===== config.mk =====
export PLATFORM = sky130hd
export DESIGN_NAME = dmem_arbiter
export DESIGN_NICKNAME = d
export VERILOG_FILES = /design/src/rtl/dmem_arbiter.sv
export SDC_FILE = /design/constraint.sdc
export NUM_CORES = 1
export LEC_CHECK = 0
export BUFFER_PORTS_ARGS = -buffer_cell sky130_fd_sc_hd__buf_4
export CAP_MARGIN = 20
export CORE_AREA = 2 2 116 118
export CTS_CLUSTER_DIAMETER = 30
export DETAILED_ROUTE_END_ITERATION = 7
export DIE_AREA = 0 0 118 120
export PLACE_DENSITY = 0.41
export SETUP_SLACK_MARGIN = 0.2
export SYNTH_ARGS = -nofsm -noshare
export SYNTH_HDL_FRONTEND = slang
export SYNTH_SLANG_ARGS = --single-unit

===== constraint.sdc =====
create_clock -name clk -period 1.26 [get_ports clk]
set_input_delay 0.063 -clock clk [delete_from_list [all_inputs] [get_ports clk]]
set_output_delay 0.063 -clock clk [all_outputs]
set_load 0.02 [all_outputs]

===== src/rtl/dmem_arbiter.sv =====
// rtl/dmem_arbiter.sv - two-port data memory arbiter with one-cycle read return
//
// Arbitrates the core LSU (port 0) and the DMA/debug master (port 1) onto a
// single word memory port with one-cycle registered read latency.
//
// Configuration macro: DMEM_ARB_RR_EN
//   defined   : round-robin arbitration between the two ports
//   undefined : fixed priority, port 0 wins simultaneous requests
//
// Ports:
//   clk, rst_n                 clock, asynchronous active-low reset
//   mN_req, mN_we              access request and write select (N = 0, 1)
//   mN_addr, mN_wdata          byte address and write data
//   mN_gnt                     request accepted this cycle (combinational)
//   mN_rvalid, mN_rdata        one-cycle read data return, rdata 0 when idle
//   mem_wr_en, mem_addr        memory port controls, 0 when nothing granted
//   mem_data_wr, mem_data_rd   memory write data / registered read data
module dmem_arbiter #(
  parameter int DATA_WIDTH = 32,
  parameter int ADDR_WIDTH = 32
) (
  input  logic                  clk,
  input  logic                  rst_n,

  input  logic                  m0_req,
  input  logic                  m0_we,
  input  logic [ADDR_WIDTH-1:0] m0_addr,
  input  logic [DATA_WIDTH-1:0] m0_wdata,
  output logic                  m0_gnt,
  output logic                  m0_rvalid,
  output logic [DATA_WIDTH-1:0] m0_rdata,

  input  logic                  m1_req,
  input  logic                  m1_we,
  input  logic [ADDR_WIDTH-1:0] m1_addr,
  input  logic [DATA_WIDTH-1:0] m1_wdata,
  output logic                  m1_gnt,
  output logic                  m1_rvalid,
  output logic [DATA_WIDTH-1:0] m1_rdata,

  output logic                  mem_wr_en,
  output logic [ADDR_WIDTH-1:0] mem_addr,
  output logic [DATA_WIDTH-1:0] mem_data_wr,
  input  logic [DATA_WIDTH-1:0] mem_data_rd
);

  // Priority pointer: the port that wins when both request. Always 0 in the
  // fixed-priority build, so the arbitration logic is shared by both builds.
  logic ptr;
  logic pend_valid;
  logic pend_port;

  // Grants are combinational so an accepted access reaches the memory in the
  // same cycle; reset gates them off while rst_n is low.
  always_comb begin
    m0_gnt = 1'b0;
    m1_gnt = 1'b0;
    if (rst_n) begin
      if (m0_req && m1_req) begin
        m0_gnt = ~ptr;
        m1_gnt = ptr;
      end else begin
        m0_gnt = m0_req;
        m1_gnt = m1_req;
      end
    end
  end

  always_comb begin
    mem_wr_en   = 1'b0;
    mem_addr    = '0;
    mem_data_wr = '0;
    if (m0_gnt) begin
      mem_wr_en   = m0_we;
      mem_addr    = m0_addr;
      mem_data_wr = m0_wdata;
    end else if (m1_gnt) begin
      mem_wr_en   = m1_we;
      mem_addr    = m1_addr;
      mem_data_wr = m1_wdata;
    end
  end

  // A granted read is remembered for one cycle so the memory's registered
  // read data can be steered back to the requester that issued it.
  always_ff @(posedge clk or negedge rst_n) begin
    if (!rst_n) begin
      pend_valid <= 1'b0;
      pend_port  <= 1'b0;
      ptr        <= 1'b0;
    end else begin
      pend_valid <= (m0_gnt && !m0_we) || (m1_gnt && !m1_we);
      pend_port  <= m1_gnt;
`ifdef DMEM_ARB_RR_EN
      // Hand priority to the port that was not just served.
      if (m0_gnt || m1_gnt) begin
        ptr <= m0_gnt;
      end
`else
      ptr <= 1'b0;
`endif
    end
  end

  assign m0_rvalid = pend_valid && !pend_port;
  assign m1_rvalid = pend_valid && pend_port;
  assign m0_rdata  = m0_rvalid ? mem_data_rd : '0;
  assign m1_rdata  = m1_rvalid ? mem_data_rd : '0;

endmodule


* After elaboration in Yosys (flattened, before gate mapping)
Cells that the tools add are included.
** Word-level totals
- Bits of input ports :: 166
- Output and inout bits :: 133
- Flip-flop bits (word level) :: 2
- Logic and storage cells :: 23
** Cells by class
- Muxes and demuxes :: 12
- Reduce and logical (&&, ||, !) cells :: 9
** Operators with widths (number)
- two-way mux 32 bit :: 6
- two-way mux 1 bit :: 6
- logical AND 1 bit :: 5
- zero test 1 bit :: 3
- logical OR 1 bit :: 1

* Logic depth before layout (Yosys ltp)
Gate-level depths: netlist (run 1).
- Depth in word-level cells :: 5
- Gate-level depth with buffers :: 5
- Mapped depth without buffers :: 2

* Worst setup path after synthesis (run 1)
Ideal clock, no wire load.
- Kind :: reg-to-output
- From :: reg pend_port
- To :: out m0_rdata[22]
- Arrival time :: 1.119 ns
- Path buffers :: 1
- Stages on the path, launching flop included :: 4
- Path slack :: 0.078 ns
- Cell sequence :: dfrtp_1 > and2b_1 > buf_2 > and2_1
** On the way
- Word-level cells in the longest chain between the ends :: 3
** Ends and longest elaborated chain
- start: declaration :: RTL line 51 : logic pend_port;
- start signal: assignment :: RTL line 93 : pend_port <= m1_gnt;
- zero test 1 bit :: RTL line 105 : assign m0_rvalid = pend_valid && !pend_port;
- logical AND 1 bit :: RTL line 105
- named net m0_rvalid :: RTL line 30 : output logic m0_rvalid,
- two-way mux 32 bit :: RTL line 107 : assign m0_rdata = m0_rvalid ? mem_data_rd : '0;
- end: declaration :: RTL line 31 : output logic [DATA_WIDTH-1:0] m0_rdata,
The timed path passes the listed nets, and every way through them passes these cells.

* Worst setup path in the final report (run 1)
- From :: reg pend_valid
- To :: out m0_rdata[10]
** On the way
- Word-level cells in the longest chain between the ends :: 2
** Ends and longest elaborated chain
- start: declaration :: RTL line 50 : logic pend_valid;
- start signal: assignment :: RTL line 92 : pend_valid <= (m0_gnt && !m0_we) || (m1_gnt && !m1_we);
- logical AND 1 bit :: RTL line 105
- two-way mux 32 bit :: RTL line 107
No other way between the ends.

==> results by group, run 1 <==
Status
  • Run status: finished with violations
  • Failing checks: negative setup slack

Worst setup path
  • Data required time of the worst path: around 1200 ps
  • Endpoint type of the worst setup path: output port
  • Worst Path Class, Setup: flop to output port
  • Worst setup SP type: flop
  • Worst-path maximum fanout: 7
  • CP Data Arrival Time: 1290 ps

Power
  • Worst vdd ir: just under 0.3 mV
  • PD cells: 464.4 nW/um2
  • Total Power Consumption: 2059 uW
  • Standby leakage power: 0.002410 uW

Yosys
  • Yosys top cell area share: 50.19%
  • Dominant cell by count in the synthesized netlist: sky130_fd_sc_hd__a32o_1
  • Number of flip-flops and latches in the synthesized netlist: 2
  • Mean cell area of the mapped netlist: 7.743 um2
  • Library cells used by synthesis: 12
  • Sequential cell area fraction in the yosys report: between 3 and 4%
  • Net count of the mapped netlist: approximately 340
  • Cell area after technology mapping: between 1000 and 1500 um2
  • Dominant cell type by area after synthesis: sky130_fd_sc_hd__a32o_1
  • Leading cell types by count after synthesis: sky130_fd_sc_hd__a32o_1 (66), sky130_fd_sc_hd__and2_1 (35), sky130_fd_sc_hd__and3_1 (32)
  • Top post-synthesis cells by area: sky130_fd_sc_hd__a32o_1 (50%), sky130_fd_sc_hd__and2_1 (17%), sky130_fd_sc_hd__and3_1 (15%)
  • Dominant synthesized flop cell: sky130_fd_sc_hd__dfrtp_1
  • Number of synthesized flops with an enable pin: 0
  • Yosys warns: 0
  • Share of synthesized flip-flops with an asynchronous set or reset: 100.0%
  • Syn Inst Count: 170

Timing
  • Setup violation total in the final timing report: 33
  • Crit path setup slack, layout: -95.84 ps
  • RSZ-0062 raised after global routing: true
  • Max-slew violation count: 0
  • Final worst path period need: 1356 ps
  • Final-report hold violation count: 0
  • Share of the clock period used by the worst path: 107.6%
  • Worst hold margin: 160.7 ps
  • Measured slew at the worst slew-check pin: 411.2 ps
  • Slew HR: between 70% and 80%
  • Maximum operating frequency: 737.5 MHz

Clocking
  • Buffer levels on the longest clock path: 2
  • CTS H-Tree Depth: 1
  • CTS tree: built
  • Clock transition time at the flip-flop clock pins of the worst setup and hold paths: 30 ps
  • Number of buffers added by the clock tree synthesis step: 3
  • Clk sink count: 2
  • Clock Root Buffer: sky130_fd_sc_hd__clkbuf_16

Placement
  • Number of buffer cells added on primary ports: ~300
  • HPWL after DPL: 8.472 mm
  • Last weighted congestion value of the routability-driven placer: 0.7957
  • Placement Setup Slack: 117.5 ps

Flow run
  • Max-capacitance violation count: 0

Route
  • First DRT Iteration DRCs: ~110
  • Drt drc: 0
  • WL/cell: about 18 um
  • TritonRoute pass-1 iters: 4
  • Mean number of vias per cell: about 4.4
  • Total Wirelength: 11.55 mm
  • Number of vias after detailed routing: between 2000 and 3000
  • Final antenna-violating net count: 0

Die
  • Die Area: 14160 um2
  • # rows: 42
  • DIE HEIGHT: around 120 um
  • Number of top-level pins: around 300
  • Core Footprint: 12980 um2
  • Horizontal extent of the die: 118 um
  • Effective utilization at floorplan: between 10% and 20%

Layout
  • Area grow syn2layout: 236.9%
  • Total number of nets in the final design: 629
  • Share of final-layout standard cells stronger than drive strength 1: 81.78%
  • Final Util: between 30% and 40%
  • Filler cells: 1353

Global routing
  • Total global routing overflow: 0
  • Global-route wire length before repair: 15.15 mm
  • Number of global-route vias before repair: ~2800
  • Maximum number of pins on one net before global-route repair: 39
  • Combined global-route utilization of all metal layers: 13.22%
  • Number of antenna violations at the first check in global routing: 4

Worst hold path
  • Class of the worst hold path: primary input to asynchronous set/reset pin
## kinds of logic after synthesis
kind of cell / synth area share (%)
compound gates: 50.19
buf+inv: 12.93
flops: 3.802
simple gates: 33.08
## how the worst max path moves through the flow
stage	startpoint	end	slack (ps)	cells past startpoint
floorplan	pend_port	m0_rdata[10]	190	3
CTS	pend_valid	m0_rdata[10]	-110	4
global placement	pend_valid	m0_rdata[22]	140	4
finish	pend_valid	m0_rdata[10]	-100	4
detailed placement	pend_valid	m0_rdata[21]	120	4
global route	pend_port	m0_rdata[9]	-140	4
## area by class of cell
cell class | count | area [um2] | share of cell area, %
multi-input combinational | 135 | 1187 | 26.78
antenna | 2 | 5.005 | 0.1129
clock buffer | 3 | 75.07 | 1.693
inverter | 2 | 7.507 | 0.1693
sequential | 2 | 50.05 | 1.129
tap | 176 | 220.2 | 4.966
timing repair buffer | 319 | 2889 | 65.15
## critical path, stage by stage, from the launching register on
cell and delay [ps]:
sky130_fd_sc_hd__dfrtp_1 360, sky130_fd_sc_hd__and2b_2 220, sky130_fd_sc_hd__buf_4 160, sky130_fd_sc_hd__and2_2 180, sky130_fd_sc_hd__buf_4 150
## cells in the final DEF, fill, tap and decap left out
cell	instances
sky130_fd_sc_hd__buf_4	224
sky130_fd_sc_hd__buf_6	81
sky130_fd_sc_hd__a32o_1	45
sky130_fd_sc_hd__and3_1	32
sky130_fd_sc_hd__a32o_2	21
sky130_fd_sc_hd__and2_2	19
sky130_fd_sc_hd__and2_4	14
sky130_fd_sc_hd__clkbuf_16	9
sky130_fd_sc_hd__buf_12	6
sky130_fd_sc_hd__diode_2	2
sky130_fd_sc_hd__and2_1	2
sky130_fd_sc_hd__inv_1	2
sky130_fd_sc_hd__dfrtp_1	2
sky130_fd_sc_hd__nor2b_4	1
sky130_fd_sc_hd__and2b_2	1
sky130_fd_sc_hd__dlygate4sd3_1	1
sky130_fd_sc_hd__buf_8	1
## registers in the layout, indices dropped and copies added, names as in the netlist
signal and count:
pend_valid 1, pend_port 1
## stage by stage
stage	setup TNS (ps)	instances	area, um2
floorplan	0	170	1373
global placement	0	623	3815
detailed placement	0	623	3815
CTS	-2824	627	3995
global route	-6026	637	4429
finish	-2411	639	4434
## per-layer routing
layer / global-route usage [%] / routed length, um
met1: 13.24 / 3983
met2: 25.84 / 6250
met3: 5.703 / 1216
met4: 1.657 / 76
met5: 0 / 27
## repair_timing
| item | CTS | global route |
|---|---|---|
| pin swaps | 0 | 34 |
| cloned | 0 | 7 |
| hold buffers | 1 | 0 |
| gates resized for setup | 26 | 83 |
| setup endpoints to repair | 66 | 77 |
| endpoints found under the hold margin | 2 | 0 |
| setup buffers | 0 | 3 |
## power by group
group	internal, uW	total (uW)	switching [uW]
clock	403	472	68.2
sequential	67.9	69.2	1.38
combinational	869	1520	650
Note: power is estimated with default switching activity, not from simulation.
==> run 2: changes to the inputs <==
Settings changed: BUFFER_PORTS_ARGS -buffer_cell sky130_fd_sc_hd__buf_4 to not set, CORE_AREA 2 2 116 118 to 2 2 114 116, DIE_AREA 0 0 118 120 to 0 0 116 118, DONT_BUFFER_PORTS set to 1, PLACE_DENSITY 0.41 to 0.3.
==> results by group, run 2 (synthesized netlist as in run 1, its figures left out) <==
Layout
  • Share of final-layout standard cells stronger than drive strength 1: between 50 and 60%
  • Diodes inserted: 0
  • Total number of nets in the final design: 320
  • Commonest cells after routing, fill and taps aside: sky130_fd_sc_hd__a32o_1 (66), sky130_fd_sc_hd__and2_4 (32), sky130_fd_sc_hd__and3_2 (31)
  • Number of non-filler instances in the completed layout: between 300 and 400
  • Area used by multi-input combinational logic: roughly 1200 um2
  • Registers with the highest flip-flop counts: pend_port (1), pend_valid (1)
  • Filler cells: between 1000 and 1500
  • Total area of sequential cells: 50.05 um2
  • Most common library cell in the layout ignoring fill and taps: sky130_fd_sc_hd__a32o_1
  • Area grow syn2layout: 30.99%

Timing
  • Max-slew violation count: 0
  • Worst hold margin: 77.38 ps
  • Final-report hold violation count: 0
  • Measured slew at the worst slew-check pin: 297.1 ps
  • Crit path setup slack, layout: 16.04 ps
  • Maximum operating frequency: about 800 MHz
  • Slew HR: 80.30%
  • RSZ-0062 raised after global routing: true
  • Setup violation total in the final timing report: 0
  • Post-route setup TNS: 0 ps
  • Final worst path period need: 1244 ps
  • Share of the clock period used by the worst path: between 90% and 100%

Route
  • TritonRoute pass-1 iters: 4
  • Mean number of vias per cell: a little over 5
  • Number of vias after detailed routing: 1640
  • Final antenna-violating net count: 0
  • Total Wirelength: 6.306 mm
  • WL/cell: 19.46 um
  • First DRT Iteration DRCs: 96
  • Drt drc: 0

Global routing
  • Number of antenna violations at the first check in global routing: 0
  • Met3 track demand over resource: 0.3605%
  • Met1 track demand over resource in global routing: roughly 8%
  • Maximum number of pins on one net before global-route repair: a little under 70
  • Number of global-route vias before repair: around 1400
  • Combined global-route utilization of all metal layers: 7.477%
  • Met2 demand-to-capacity share in global routing: 15.13%
  • Most used routing layer in global routing: met2
  • Total global routing overflow: 0
  • Global-route wire length before repair: between 7 and 8 mm

Power
  • Clock share of power: 40.8%
  • Total Power Consumption: around 1200 uW
  • Switch share: 41.36%
  • PD cells: about 680 nW/um2
  • Standby leakage power: 0.0006239 uW
  • Internal power: roughly 700 uW
  • Worst vdd ir: approximately 0.26 mV
  • Total net switching power: between 400 and 500 uW
  • Portion of total power attributed to sequential cells: roughly 6%
  • Portion of total power attributed to combinational logic: 53.3%

Die
  • Number of top-level pins: 299
  • Horizontal extent of the die: 116 um
  • Core Footprint: 12410 um2
  • Die Area: 13690 um2
  • # rows: 41
  • Effective utilization at floorplan: about a tenth
  • DIE HEIGHT: approximately 120 um

Worst setup path
  • Worst Path Class, Setup: flop to output port
  • List of cells traversed by the critical path: and2b_2, buf_12, and2_4
  • Data required time of the worst path: 1200 ps
  • Top cell family by delay on the critical path: simple AND/OR/NAND/NOR gates
  • Endpoint type of the worst setup path: output port
  • Worst-path maximum fanout: 20
  • CP Data Arrival Time: 1180 ps
  • Buffers plus inverters on the worst setup path: 1
  • CP max stage delay: 360 ps
  • Worst setup SP type: flop
  • Worst path slowest cell: sky130_fd_sc_hd__dfrtp_1

Clocking
  • Clock Root Buffer: sky130_fd_sc_hd__clkbuf_16
  • Buffer levels on the longest clock path: 2
  • Clk sink count: 2
  • CTS H-Tree Depth: 1
  • Clock transition time at the flip-flop clock pins of the worst setup and hold paths: 30 ps
  • Number of buffers added by the clock tree synthesis step: 3
  • Number of setup buffers added after CTS: 0
  • CTS tree: built

Placement
  • Number of buffer cells added on primary ports: 0
  • Last weighted congestion value of the routability-driven placer: 0.7436
  • Total placed cells including tap cells: 320
  • Placement Setup Slack: 201.2 ps
  • HPWL after DPL: ~5 mm

Worst hold path
  • Class of the worst hold path: primary input to asynchronous set/reset pin

Flow run
  • Max-capacitance violation count: 0

Status
  • Run status: complete, no violations
run 2: final cells by class:
| cell class | count | share of cell area [%] |
|---|---|---|
| multi-input combinational | 135 | 71.26 |
| tap | 172 | 12.48 |
| inverter | 2 | 0.4354 |
| sequential | 2 | 2.903 |
| timing repair buffer | 10 | 8.563 |
| clock buffer | 3 | 4.354 |
run 2: power by group through the flow:
stage	Clock (uW)	Combinational (uW)	Sequential, uW
after global placement	0	592	69.8
final	475	621	69.4
after global routing	489	652	69.6
after detailed placement	0	593	69.7
after CTS	482	623	69.4
after floorplan	0	546	71.7
run 2: timing repair:
| action | in CTS | in global routing |
|---|---|---|
| endpoints found under the hold margin | 2 | 0 |
| hold buffers | 1 | 0 |
| endpoints found under the setup margin | 66 | 66 |
| resized for setup | 63 | 0 |
run 2: routing by layer:
layer | part of all wire [%] | up-vias
li1 | - | 673
met1 | 34 | 780
met2 | 55 | 179
met3 | 9.7 | 8
met4 | 1.7 | 0
met5 | 0 | -
run 2: worst paths after layout:
path | start | end | slack [ps] | depth (start not counted)
hold / removal | rst_n | pend_port | 80 | 1
setup / recovery | pend_port | m0_rdata[28] | 20 | 3
min in group clk | m1_req | pend_valid | 80 | 1
max in group asynchronous | rst_n | pend_valid | 1060 | 1
run 2: through the flow:
stage | util (%) | instance area [um2]
after floorplan | - | 1373
after global placement | 12.51 | 1553
after detailed placement | 12.51 | 1553
after CTS | 13.89 | 1724
after global routing | 13.89 | 1724
final | 13.89 | 1724
